===== src/rtl/lio_pkg.sv =====
// -----------------------------------------------------------------------------
// lio_pkg
// Shared definitions for the AXI4-Lite to local-IO (LIO) bridge:
//   - lio_br_state_e : bridge transaction state
//   - AXI_RESP_*     : AXI response codes driven on bresp/rresp
//   - lio_resp()     : maps the LIO error flag onto an AXI response code
// -----------------------------------------------------------------------------
package lio_pkg;

  typedef enum logic [2:0] {
    IDLE,
    WR_COLLECT,
    LIO_WR,
    WR_RESP,
    LIO_RD,
    RD_RESP
  } lio_br_state_e;

  localparam logic [1:0] AXI_RESP_OKAY   = 2'b00;
  localparam logic [1:0] AXI_RESP_SLVERR = 2'b10;

  function automatic logic [1:0] lio_resp(input logic err);
    return err ? AXI_RESP_SLVERR : AXI_RESP_OKAY;
  endfunction

endpackage


===== src/rtl/axil_lio_bridge.sv =====
// -----------------------------------------------------------------------------
// axil_lio_bridge
// AXI4-Lite slave to LIO register-bus bridge. Each AXI read or write becomes
// exactly one LIO req/ack transfer; one transaction is in flight at a time.
//
// Ports
//   aclk, aresetn            clock, asynchronous active-low reset
//   aw*/w*/b*                AXI4-Lite write address / data / response
//   ar*/r*                   AXI4-Lite read address / data
//   lio_req/lio_we           LIO request (held until lio_ack), 1 = write
//   lio_addr/wdata/wstrb     LIO request payload, stable while lio_req = 1
//   lio_ack/rdata/err        LIO completion pulse with read data and error
//
// Configuration
//   AXIL_LIO_TIMEOUT_EN      when defined, a transfer without lio_ack for
//                            TIMEOUT_CYCLES cycles completes with SLVERR and
//                            read data 0; otherwise the bridge waits forever.
// -----------------------------------------------------------------------------
module axil_lio_bridge
  import lio_pkg::*;
#(
  parameter int A_WIDTH        = 32,
  parameter int D_WIDTH        = 32,
  parameter int TIMEOUT_CYCLES = 256
) (
  input  logic                 aclk,
  input  logic                 aresetn,
  input  logic [A_WIDTH-1:0]   awaddr,
  input  logic [2:0]           awprot,
  input  logic                 awvalid,
  output logic                 awready,
  input  logic [D_WIDTH-1:0]   wdata,
  input  logic [D_WIDTH/8-1:0] wstrb,
  input  logic                 wvalid,
  output logic                 wready,
  output logic [1:0]           bresp,
  output logic                 bvalid,
  input  logic                 bready,
  input  logic [A_WIDTH-1:0]   araddr,
  input  logic [2:0]           arprot,
  input  logic                 arvalid,
  output logic                 arready,
  output logic [D_WIDTH-1:0]   rdata,
  output logic [1:0]           rresp,
  output logic                 rvalid,
  input  logic                 rready,
  output logic                 lio_req,
  output logic                 lio_we,
  output logic [A_WIDTH-1:0]   lio_addr,
  output logic [D_WIDTH-1:0]   lio_wdata,
  output logic [D_WIDTH/8-1:0] lio_wstrb,
  input  logic                 lio_ack,
  input  logic [D_WIDTH-1:0]   lio_rdata,
  input  logic                 lio_err
);

  localparam int S_WIDTH = D_WIDTH / 8;

  lio_br_state_e      state_q, state_d;
  logic               active_q;
  logic               last_was_wr_q, last_was_wr_d;
  logic               aw_have_q, aw_have_d;
  logic               w_have_q, w_have_d;
  logic [A_WIDTH-1:0] addr_q, addr_d;
  logic [D_WIDTH-1:0] wdata_q, wdata_d;
  logic [S_WIDTH-1:0] wstrb_q, wstrb_d;
  logic [D_WIDTH-1:0] rdata_q, rdata_d;
  logic [1:0]         bresp_q, bresp_d;
  logic [1:0]         rresp_q, rresp_d;

  logic aw_hs, w_hs, ar_hs;
  logic wr_pick;
  logic lio_done, lio_fail, lio_zero;

  // Protection bits carry no meaning on the LIO side.
  logic unused_prot;
  assign unused_prot = ^{awprot, arprot};

  // ---------------------------------------------------------------------------
  // Transfer completion: a real ack, or (optionally) the ack timeout.
  // ---------------------------------------------------------------------------
`ifdef AXIL_LIO_TIMEOUT_EN
  localparam int CNT_W = $clog2(TIMEOUT_CYCLES + 1);

  logic [CNT_W-1:0] cnt_q;
  logic             timeout;

  // The counter is 0 in the first request cycle, so the request stays up for
  // exactly TIMEOUT_CYCLES cycles. A real ack in the final cycle still wins.
  assign timeout  = lio_req && !lio_ack && (cnt_q == CNT_W'(TIMEOUT_CYCLES - 1));
  assign lio_done = lio_ack || timeout;
  assign lio_fail = lio_err || timeout;
  assign lio_zero = timeout;

  always_ff @(posedge aclk or negedge aresetn) begin
    if (!aresetn) begin
      cnt_q <= '0;
    end else if (lio_req) begin
      cnt_q <= cnt_q + CNT_W'(1);
    end else begin
      cnt_q <= '0;
    end
  end
`else
  assign lio_done = lio_ack;
  assign lio_fail = lio_err;
  assign lio_zero = 1'b0;

  // TIMEOUT_CYCLES has no effect without the timeout feature.
  logic unused_timeout;
  assign unused_timeout = (TIMEOUT_CYCLES > 0);
`endif

  // ---------------------------------------------------------------------------
  // Channel readies. active_q keeps every ready low during reset and for the
  // first edge after it, so no handshake can complete against a reset state.
  // ---------------------------------------------------------------------------
  // A pending write is selected unless a read is also pending and the previous
  // arbitration went to a write (round-robin).
  assign wr_pick = (awvalid || wvalid) && !(arvalid && last_was_wr_q);

  // NOTE: every output of a combinational block is given a default first, so
  // no path leaves it unassigned and no latch is inferred.
  always_comb begin
    awready = 1'b0;
    wready  = 1'b0;
    arready = 1'b0;
    if (active_q) begin
      case (state_q)
        IDLE: begin
          awready = !(arvalid && last_was_wr_q);
          wready  = !(arvalid && last_was_wr_q);
          arready = !wr_pick;
        end
        WR_COLLECT: begin
          awready = !aw_have_q;
          wready  = !w_have_q;
        end
        default: ;
      endcase
    end
  end

  assign aw_hs = awvalid && awready;
  assign w_hs  = wvalid  && wready;
  assign ar_hs = arvalid && arready;

  // ---------------------------------------------------------------------------
  // Next-state and datapath capture
  // ---------------------------------------------------------------------------
  always_comb begin
    state_d       = state_q;
    last_was_wr_d = last_was_wr_q;
    aw_have_d     = aw_have_q;
    w_have_d      = w_have_q;
    addr_d        = addr_q;
    wdata_d       = wdata_q;
    wstrb_d       = wstrb_q;
    rdata_d       = rdata_q;
    bresp_d       = bresp_q;
    rresp_d       = rresp_q;

    // AW and W land straight in the LIO payload registers; lio_req is low
    // until both have arrived, so the payload may still change meanwhile.
    if (aw_hs) begin
      addr_d    = awaddr;
      aw_have_d = 1'b1;
    end
    if (w_hs) begin
      wdata_d  = wdata;
      wstrb_d  = wstrb;
      w_have_d = 1'b1;
    end

    case (state_q)
      IDLE: begin
        if (aw_hs || w_hs) begin
          last_was_wr_d = 1'b1;
          state_d       = (aw_hs && w_hs) ? LIO_WR : WR_COLLECT;
        end else if (ar_hs) begin
          addr_d        = araddr;
          last_was_wr_d = 1'b0;
          state_d       = LIO_RD;
        end
      end
      WR_COLLECT: begin
        if ((aw_have_q || aw_hs) && (w_have_q || w_hs)) begin
          state_d = LIO_WR;
        end
      end
      LIO_WR: begin
        if (lio_done) begin
          bresp_d = lio_resp(lio_fail);
          state_d = WR_RESP;
        end
      end
      LIO_RD: begin
        if (lio_done) begin
          rdata_d = lio_zero ? '0 : lio_rdata;
          rresp_d = lio_resp(lio_fail);
          state_d = RD_RESP;
        end
      end
      WR_RESP: begin
        if (bready) begin
          state_d = IDLE;
        end
      end
      RD_RESP: begin
        if (rready) begin
          state_d = IDLE;
        end
      end
      default: state_d = IDLE;
    endcase

    // Both halves of the write are consumed once the LIO write is launched.
    if (state_d == LIO_WR) begin
      aw_have_d = 1'b0;
      w_have_d  = 1'b0;
    end
  end

  // NOTE: state registers use non-blocking assignments so every flop samples
  // the values from before the edge, independent of statement order.
  always_ff @(posedge aclk or negedge aresetn) begin
    if (!aresetn) begin
      state_q       <= IDLE;
      active_q      <= 1'b0;
      last_was_wr_q <= 1'b0;
      aw_have_q     <= 1'b0;
      w_have_q      <= 1'b0;
      addr_q        <= '0;
      wdata_q       <= '0;
      wstrb_q       <= '0;
      rdata_q       <= '0;
      bresp_q       <= AXI_RESP_OKAY;
      rresp_q       <= AXI_RESP_OKAY;
    end else begin
      state_q       <= state_d;
      active_q      <= 1'b1;
      last_was_wr_q <= last_was_wr_d;
      aw_have_q     <= aw_have_d;
      w_have_q      <= w_have_d;
      addr_q        <= addr_d;
      wdata_q       <= wdata_d;
      wstrb_q       <= wstrb_d;
      rdata_q       <= rdata_d;
      bresp_q       <= bresp_d;
      rresp_q       <= rresp_d;
    end
  end

  // ---------------------------------------------------------------------------
  // Outputs: handshake strobes decode straight from the registered state.
  // ---------------------------------------------------------------------------
  assign lio_req   = (state_q == LIO_WR) || (state_q == LIO_RD);
  assign lio_we    = (state_q == LIO_WR);
  assign lio_addr  = addr_q;
  assign lio_wdata = wdata_q;
  assign lio_wstrb = wstrb_q;
  assign bvalid    = (state_q == WR_RESP);
  assign bresp     = bresp_q;
  assign rvalid    = (state_q == RD_RESP);
  assign rdata     = rdata_q;
  assign rresp     = rresp_q;

endmodule

===== config.mk =====
export PLATFORM = sky130hd
export DESIGN_NAME = axil_lio_bridge
export DESIGN_NICKNAME = d
export VERILOG_FILES = /design/src/rtl/lio_pkg.sv /design/src/rtl/axil_lio_bridge.sv
export SDC_FILE = /design/constraint.sdc
export NUM_CORES = 1
export LEC_CHECK = 0
export BUFFER_PORTS_ARGS = -buffer_cell sky130_fd_sc_hd__buf_4
export CAP_MARGIN = 30
export CORE_AREA = 3 3 131 133
export DETAILED_ROUTE_END_ITERATION = 8
export DIE_AREA = 0 0 134 136
export SYNTH_ARGS = -nofsm -noshare
export SYNTH_HDL_FRONTEND = slang
export SYNTH_SLANG_ARGS = --single-unit

===== constraint.sdc =====
create_clock -name aclk -period 1.7 [get_ports aclk]
set_input_delay 0.085 -clock aclk [delete_from_list [all_inputs] [get_ports aclk]]
set_output_delay 0.085 -clock aclk [all_outputs]
set_load 0.02 [all_outputs]

=== Yosys cells after proc, flatten, opt, wreduce, memory -nomap -nowiden ===
Cells that the tools add are included.

* Add/subtract/negate cells: 0
* $mul: 0
* Divide/modulo/power cells: 0
* Magnitude comparators: 0
* Equal/unequal tests: 6
* Shifts and indexed selects: 0
* Multiplexer cells: 26
* Bitwise gates (word level): 0
* Reduce and logical (&&, ||, !) cells: 23

{| class="wikitable"
|+ Operators with widths
! operator !! number
|-
| 2-to-1 mux 32 bit || 4
|-
| 2-to-1 mux 3 bit || 7
|-
| one-hot mux 3 bit (6 select lines) || 1
|-
| 2-to-1 mux 1 bit || 10
|-
| equality test 3 x 2 -> 1 bit (second input constant) || 3
|-
| logical AND 1 bit || 7
|-
| equality test 3 bit (second input constant) || 2
|-
| AND reduction 2 bit || 3
|-
| nonzero test 2 bit || 3
|-
| logical OR 1 bit || 5
|-
| zero test 1 bit || 4
|-
| 2-to-1 mux 2 bit || 2
|-
| one-hot mux 1 bit (2 select lines) || 2
|-
| equality test 3 x 1 -> 1 bit (second input constant) || 1
|-
| zero test 3 bit || 1
|}

* Register bits: 111
* Bits in latches: 0
* Bits in writable memories: 0
* ROM bits: 0
* Input port bits: 147
* Output and inout port bits: 111
* Logic and storage cells: 66
* Memories kept: 0

=== Depth between registers and ports, before layout ===
Gate-level depths: netlist of run 1.

* Word-level depth: 12
* Gate-level depth with buffers: 7
* Mapped depth without buffers: 4

=== Worst setup path before layout of run 1 ===
No wires, ideal clock.

* Kind: register to register
* Start: register state_q[2]
* End: register wdata_q[0], in the netlist lio_wdata[0]
* Library setup time: 125 ps
* Data arrival time: 1,438 ps
* Data required time: 1,575 ps
* Setup slack: 137 ps
* Stages on the path, launching flop included: 6
* Buffers on the path: 2
* Clock period less this slack: 1,563 ps
* Cells stage by stage: dfrtp_1 > buf_2 > nor3b_4 > nand4_4 > buf_6 > mux2_4

* Cells in the longest elaborated chain, start to end: 4
* Elaborated cells on any way between the ends: 5
* Those cells by class: eq/ne: 1; mux: 2; reduce/logical: 2

{| class="wikitable"
|+ Ends and longest elaborated chain
! item !! line !! source
|-
| start: declaration || axil_lio_bridge.sv:59 || <nowiki>lio_br_state_e state_q, state_d;</nowiki>
|-
| start signal: assignment || axil_lio_bridge.sv:240 || <nowiki>state_q <= state_d;</nowiki>
|-
| equality test 3 x 1 -> 1 bit / zero test 3 bit (equally long branches) || axil_lio_bridge.sv:129 || <nowiki>case (state_q)</nowiki>
|-
| one-hot mux 1 bit (2 select lines) (*) || axil_lio_bridge.sv:129 ||
|-
| 2-to-1 mux 1 bit (*) || axil_lio_bridge.sv:128 || <nowiki>if (active_q) begin</nowiki>
|-
| logical AND 1 bit (*) || axil_lio_bridge.sv:145 || <nowiki>assign w_hs = wvalid && wready;</nowiki>
|-
| end signal: assignment || axil_lio_bridge.sv:246 || <nowiki>wdata_q <= wdata_d;</nowiki>
|-
| end: declaration || axil_lio_bridge.sv:65 || <nowiki>logic [D_WIDTH-1:0] wdata_q, wdata_d;</nowiki>
|}

Every way passes the cells marked *; elsewhere a longest branch is shown, timed or not.
A chain may end at the register's enable or synchronous reset.

=== Final worst setup path of run 1 ===
* Start: register state_q[2]
* End: output port wready

* Cells in the longest elaborated chain, start to end: 3
* Elaborated cells on any way between the ends: 4
* Those cells by class: eq/ne: 1; mux: 2; reduce/logical: 1

{| class="wikitable"
|+ Ends and longest elaborated chain
! item !! line !! source
|-
| equality test 3 x 1 -> 1 bit / zero test 3 bit (equally long branches) || axil_lio_bridge.sv:129 ||
|-
| one-hot mux 1 bit (2 select lines) (*) || axil_lio_bridge.sv:129 ||
|-
| 2-to-1 mux 1 bit (*) || axil_lio_bridge.sv:128 ||
|-
| end: declaration || axil_lio_bridge.sv:35 || <nowiki>output logic wready,</nowiki>
|}

Marked as above.

==> results.ini, run 1 <==
[status]
status=finished clean

[place]
port_buffers=249
place_inst=815
place_ws_ns=0.0185
gp_congestion=0.767
hpwl_microns=9760

[clocking]
h-tree-depth=3
cts_sinks=109
root_buffer=clkbuf_16
clock_latency_ns=0.34
clockBufferDepth=2
cts_buffers=9
cts_tree=yes
clk_pin_slew_ns=0.07

[sta]
fmax_mhz=606
fin_ws_ns=0.0485
period_needed_ns=1.65
finalCritPeriodShare=0.971
fin_skew_ns=0.00766
finalMaxSlewViolations=0
hold_violations=0
finalSetupViolations=0
final.setup.tns_ns=0
hold_slack_ns=0.0311
rsz0062_at_grt=yes

[drt]
wl_per_cell_microns=15.8
viasPerCell=4.40
drc=0
firstDrtPassIters=4
antenna_left=0
wl_microns=14800
first_iter_violations=85
num_vias=4142

[pwr]
ir_worst_vdd_mv=0.897
power.density_mw_per_mm2=1720
p_leak_nw=4.24

[synthesis]
synth_top_area_frac=0.572
yosysUniqueCellTypes=39
async_flop_share=1.00
synth_cells=356
yosys_most_used_dff=dfrtp_1
synth_edf_count=0
yosys.area.top_type=dfrtp_1
syn_area_sq_mm=0.00477
synth-seq-cells=109
yosysWarnings=0
yosys-top-cells-area=dfrtp_1, mux2_4, mux2_2
syn_area_per_cell_sq_um=13.4
ys_seq_area_frac=0.572

[floorplanning]
ios=258
dieWidth_microns=134
core_area_sq_mm=0.0159
start_util=0.299
row_count=46
die_area_sq_mm=0.0182
die_y_microns=136

[finish]
nets=868
area_growth_pct=76.7
stdcell_count=941
drive_gt1_frac=0.499
diodes=0

[global_route]
grt_use_total=0.151
grt_max_degree=66
grt_pass1_vias=4424
gr-total-overflow=0
grt_antenna_before_repair=0
grt_pass1_wl_microns=22100

[min_path]
hp-class=in -> reg

[setup_path]
required_ns=1.62
cp-start-kind=flip-flop
max_stage_delay_ns=0.48
crit_chain=nor3b_4, nand2_1, a21oi_1, buf_4
worstSetupPathType=reg -> out
slowest_stage=dfrtp_2
end_kind=primary output
crit_fanout=7
cp.arrival_ns=1.57

[job]
drv_cap=0

[layout make-up]
cell class	count	area, sq um
repair buffers	375	3240
clock inverters	2	10.0
clock buffers	13	250
well taps	216	270
inverters	3	11.3
multi-input cells	223	1910
flip-flops and latches	109	2730
fillers	1351	7510
[placed cells by master (no fill, tap or decap), types with 7 or more instances in the layout]
cell type and instances:
buf_12 7, clkbuf_16 13, mux2i_1 32, a21oi_1 40
dfrtp_1 106, buf_4 258, nand2_1 7, nor2_1 37
dlygate4sd3_1 101, mux2_2 33, mux2_4 30, mux2_1 7
[metrics by stage]
step | util | total power, mW | area (sq um)
2_1_floorplan | - | 8.89 | 4770
3_3_place_gp | 0.436 | 11.9 | 6950
3_5_place_dp | 0.436 | 12.1 | 6950
4_1_cts | 0.516 | 14.3 | 8230
5_1_grt | 0.529 | 15.3 | 8430
6_report | 0.529 | 14.5 | 8430
[critical path: cells and delay by family (launching register included)]
kind | cells | cell delay, ns
AOI/OAI and AO/OA | 1 | 0.15
buffers and inverters | 1 | 0.17
DFF | 1 | 0.48
and+or+nand+nor | 2 | 0.41
[state kept, by name (all words and copies together), names as in the netlist, 3 cells and up]
signal	flops
state_q	3
lio_addr	32
lio_wdata	32
lio_wstrb	4
rdata	32
[layer usage]
metal,vias up,track usage,part of all wire
met4,0,0.0537,0.022
met1,1984,0.171,0.39
met5,-,0,0
met2,164,0.266,0.52
met3,20,0.0514,0.066
li1,1974,-,-
[cell usage after synthesis (2+ instances only)]
cell      number
clkbuf_1       5
a31oi_1        2
mux2_1         8
nor2_1        38
nand2b_1       5
and2_1         2
o22ai_1        2
nand2_1        7
dfrtp_1      109
mux2_4        29
a21oi_1       40
a311oi_1       2
mux2_2        33
buf_2          5
nand3_1        2
conb_1         2
buf_6          7
inv_1          2
buf_4          5
mux2i_1       32
[path summary, 6_finish.rpt]
path | from | to | cells past startpoint | slack [ns]
worst min register to register | rdata[29] | rdata[29] | 1 | 0.49
worst min-delay path | araddr[9] | lio_addr[9] | 3 | 0.03
max in group asynchronous | aresetn | state_q[0] | 3 | 1.07
min in group asynchronous | aresetn | lio_wdata[24] | 3 | 0.28
worst max register to register | state_q[0] | rdata[8] | 5 | 0.07
worst max-delay path | state_q[2] | wready | 4 | 0.05
[where the power goes]
group	switching (mW)	total, mW	internal [mW]
Sequential	0.824	4.76	3.93
Clock	0.895	1.92	1.02
Combinational	3.78	7.81	4.04
Total	5.50	14.5	8.99
[timing repair]
action	4_1_cts	5_1_grt
setup endpoints to repair	1	88
endpoints found under the hold margin	210	0
hold buffers	101	0
cloned	0	6
buffers inserted	1	4
pin swaps	0	3
gates resized for setup	3	10
[logic make-up after synthesis]
logic type                Yosys count  synth area share
muxes                             102             0.255
other                               2           0.00157
and+or+nand+nor                    64            0.0671
buffers and inverters              25            0.0359
xor gates and xnor gates            1           0.00184
AOI/OAI and AO/OA                  53            0.0666
DFF                               109             0.572
Power figures use the tool's default switching activity.
==> run 2: changes to the inputs <==
clock period = 1.5 ns   (was 1.7 ns; I/O delays follow)
==> results.ini, run 2 (synthesis results as in run 1) <==
[place]
port_buffers=249
dpl-instance-area_sq_mm=0.00707
place_inst=826
hpwl_microns=10100
gp_congestion=0.786

[sta]
finalSetupViolations=104
finalCritPeriodShare=1.13
rsz0062_at_grt=yes
fmax_mhz=589
hold_violations=0
period_needed_ns=1.70
fin_skew_ns=0.00749
fin_ws_ns=-0.197
finalMaxSlewViolations=0

[status]
status=finished with violations
violations=setup timing

[drt]
wl_per_cell_microns=17.2
num_vias=4353
first_iter_violations=109
firstDrtPassIters=4
drc=0
viasPerCell=4.51
wl_microns=16600
antenna_left=0

[clocking]
cts_buffers=9
cts_sinks=109
root_buffer=clkbuf_16
clk_pin_slew_ns=0.07
h-tree-depth=3
clock_latency_ns=0.35
clockBufferDepth=2
cts_tree=yes

[floorplanning]
start_util=0.299
dieWidth_microns=134
core_area_sq_mm=0.0159
ios=258
row_count=46
die_y_microns=136
die_area_sq_mm=0.0182

[setup_path]
r2r_cells=7
worstSetupPathType=reg -> reg
slowest_stage=dfrtp_2
crit_fanout=8
required_ns=1.73
reg2reg_from=state_q[2]
crit_chain=buf_6, nor3_4, nand4_1, buf_6, buf_12, nor2_1, a21oi_1
startpoint=state_q[2]
crit_path_end=lio_addr[9]
rrSetupSlack_ns=-0.20
cpMostUsedCell=buf_6
cp.arrival_ns=1.93
cp-start-kind=flip-flop
max_stage_delay_ns=0.45
regToRegEndpoint=lio_addr[9]
end_kind=flip-flop

[global_route]
grt_util_met2=0.310
gr-total-overflow=0
grt_pass1_vias=4779
grt_pass1_wl_microns=24100
grt_max_degree=65
met1_usage=0.179
globalRouteMet3Util=0.0474
grt_use_total=0.166
grt_most_used_layer=met2
grt_antenna_before_repair=0

[job]
drv_cap=0

[finish]
area_growth_pct=89.6
final_common_cell=buf_4
drive_gt1_frac=0.563
final_cell_mix=buf_4, dfrtp_1, dlygate4sd3_1
nets=891
stdcell_count=965
diodes=0
design_area_sq_mm=0.00904

[pwr]
total_power_mw=18.1
power.density_mw_per_mm2=2000
p_leak_nw=4.55
ir_worst_vdd_mv=0.968

[min_path]
hold_start=awaddr[31]
hp-class=in -> reg

## run 2: changes by cell type in the layout (fill, tap and decap cells not counted), sizes merged
cell | previous run | this run
dlygate4sd3 | 101 | 102
inv | 3 | 7
bufinv | 0 | 1
clkbuf | 17 | 14
buf | 270 | 291
## run 2: cell type report
class | count | area [sq um]
Fill cell | 1262 | 6900
Timing Repair Buffer | 398 | 3560
Sequential cell | 109 | 2730
Multi-Input combinational cell | 223 | 2170
Tap cell | 216 | 270
Clock buffer | 9 | 225
Clock inverter | 7 | 78.8
Inverter | 3 | 11.3
## run 2: worst max-delay path, delay by kind of cell (launching register included)
kind,cells,cell delay (ns)
and+or+nand+nor,3,0.54
AOI/OAI and AO/OA,1,0.07
DFF,1,0.45
buffers and inverters,3,0.52
## run 2: what timing repair did
action | in CTS | in global routing
buffers inserted | 7 | 6
setup endpoints to repair | 110 | 111
gates cloned | 2 | 7
endpoints found under the hold margin | 211 | 0
pin swaps | 6 | 6
resized for setup | 30 | 67
hold buffers | 102 | 0
## run 2: worst min path at each step
stage                               end  slack (ns)  depth (start not counted)
final                      lio_addr[31]        0.02                          3
after floorplan                active_q       -0.22                          0
after global placement    lio_wdata[30]       -0.06                          1
after detailed placement  lio_wdata[30]       -0.06                          1
after global routing       lio_addr[17]        0.02                          3
after CTS                   lio_addr[6]       0.001                          3
## run 2: report_power, final
| group | leakage, nW | internal, mW | switching (mW) |
|---|---|---|---|
| Sequential | 1.28 | 4.45 | 0.952 |
| Clock | 0.151 | 1.32 | 1.16 |
| Combinational | 3.12 | 5.47 | 4.71 |
| Total | 4.55 | 11.2 | 6.83 |
## run 2: per-stage QoR
| step | setup slack, ns | hold WS, ns | setup TNS, ns | util |
|---|---|---|---|---|
| finish | -0.197 | 0.0195 | -9.28 | 0.567 |
| global route | -0.254 | 0.0222 | -16.15 | 0.567 |
| CTS | -0.146 | 0.000974 | -7.99 | 0.541 |
| detailed placement | -0.0952 | -0.0551 | -5.83 | 0.443 |
| global placement | -0.0726 | -0.0606 | -3.66 | 0.443 |
| floorplan | -0.0512 | -0.221 | -1.53 | - |
## run 2: layer usage
layer,vias to the layer above,routed length [microns],part of all wire
met5,-,0,0
met3,32,1060,0.064
met2,179,8860,0.53
met4,0,407,0.025
met1,2123,6240,0.38
li1,2019,-,-
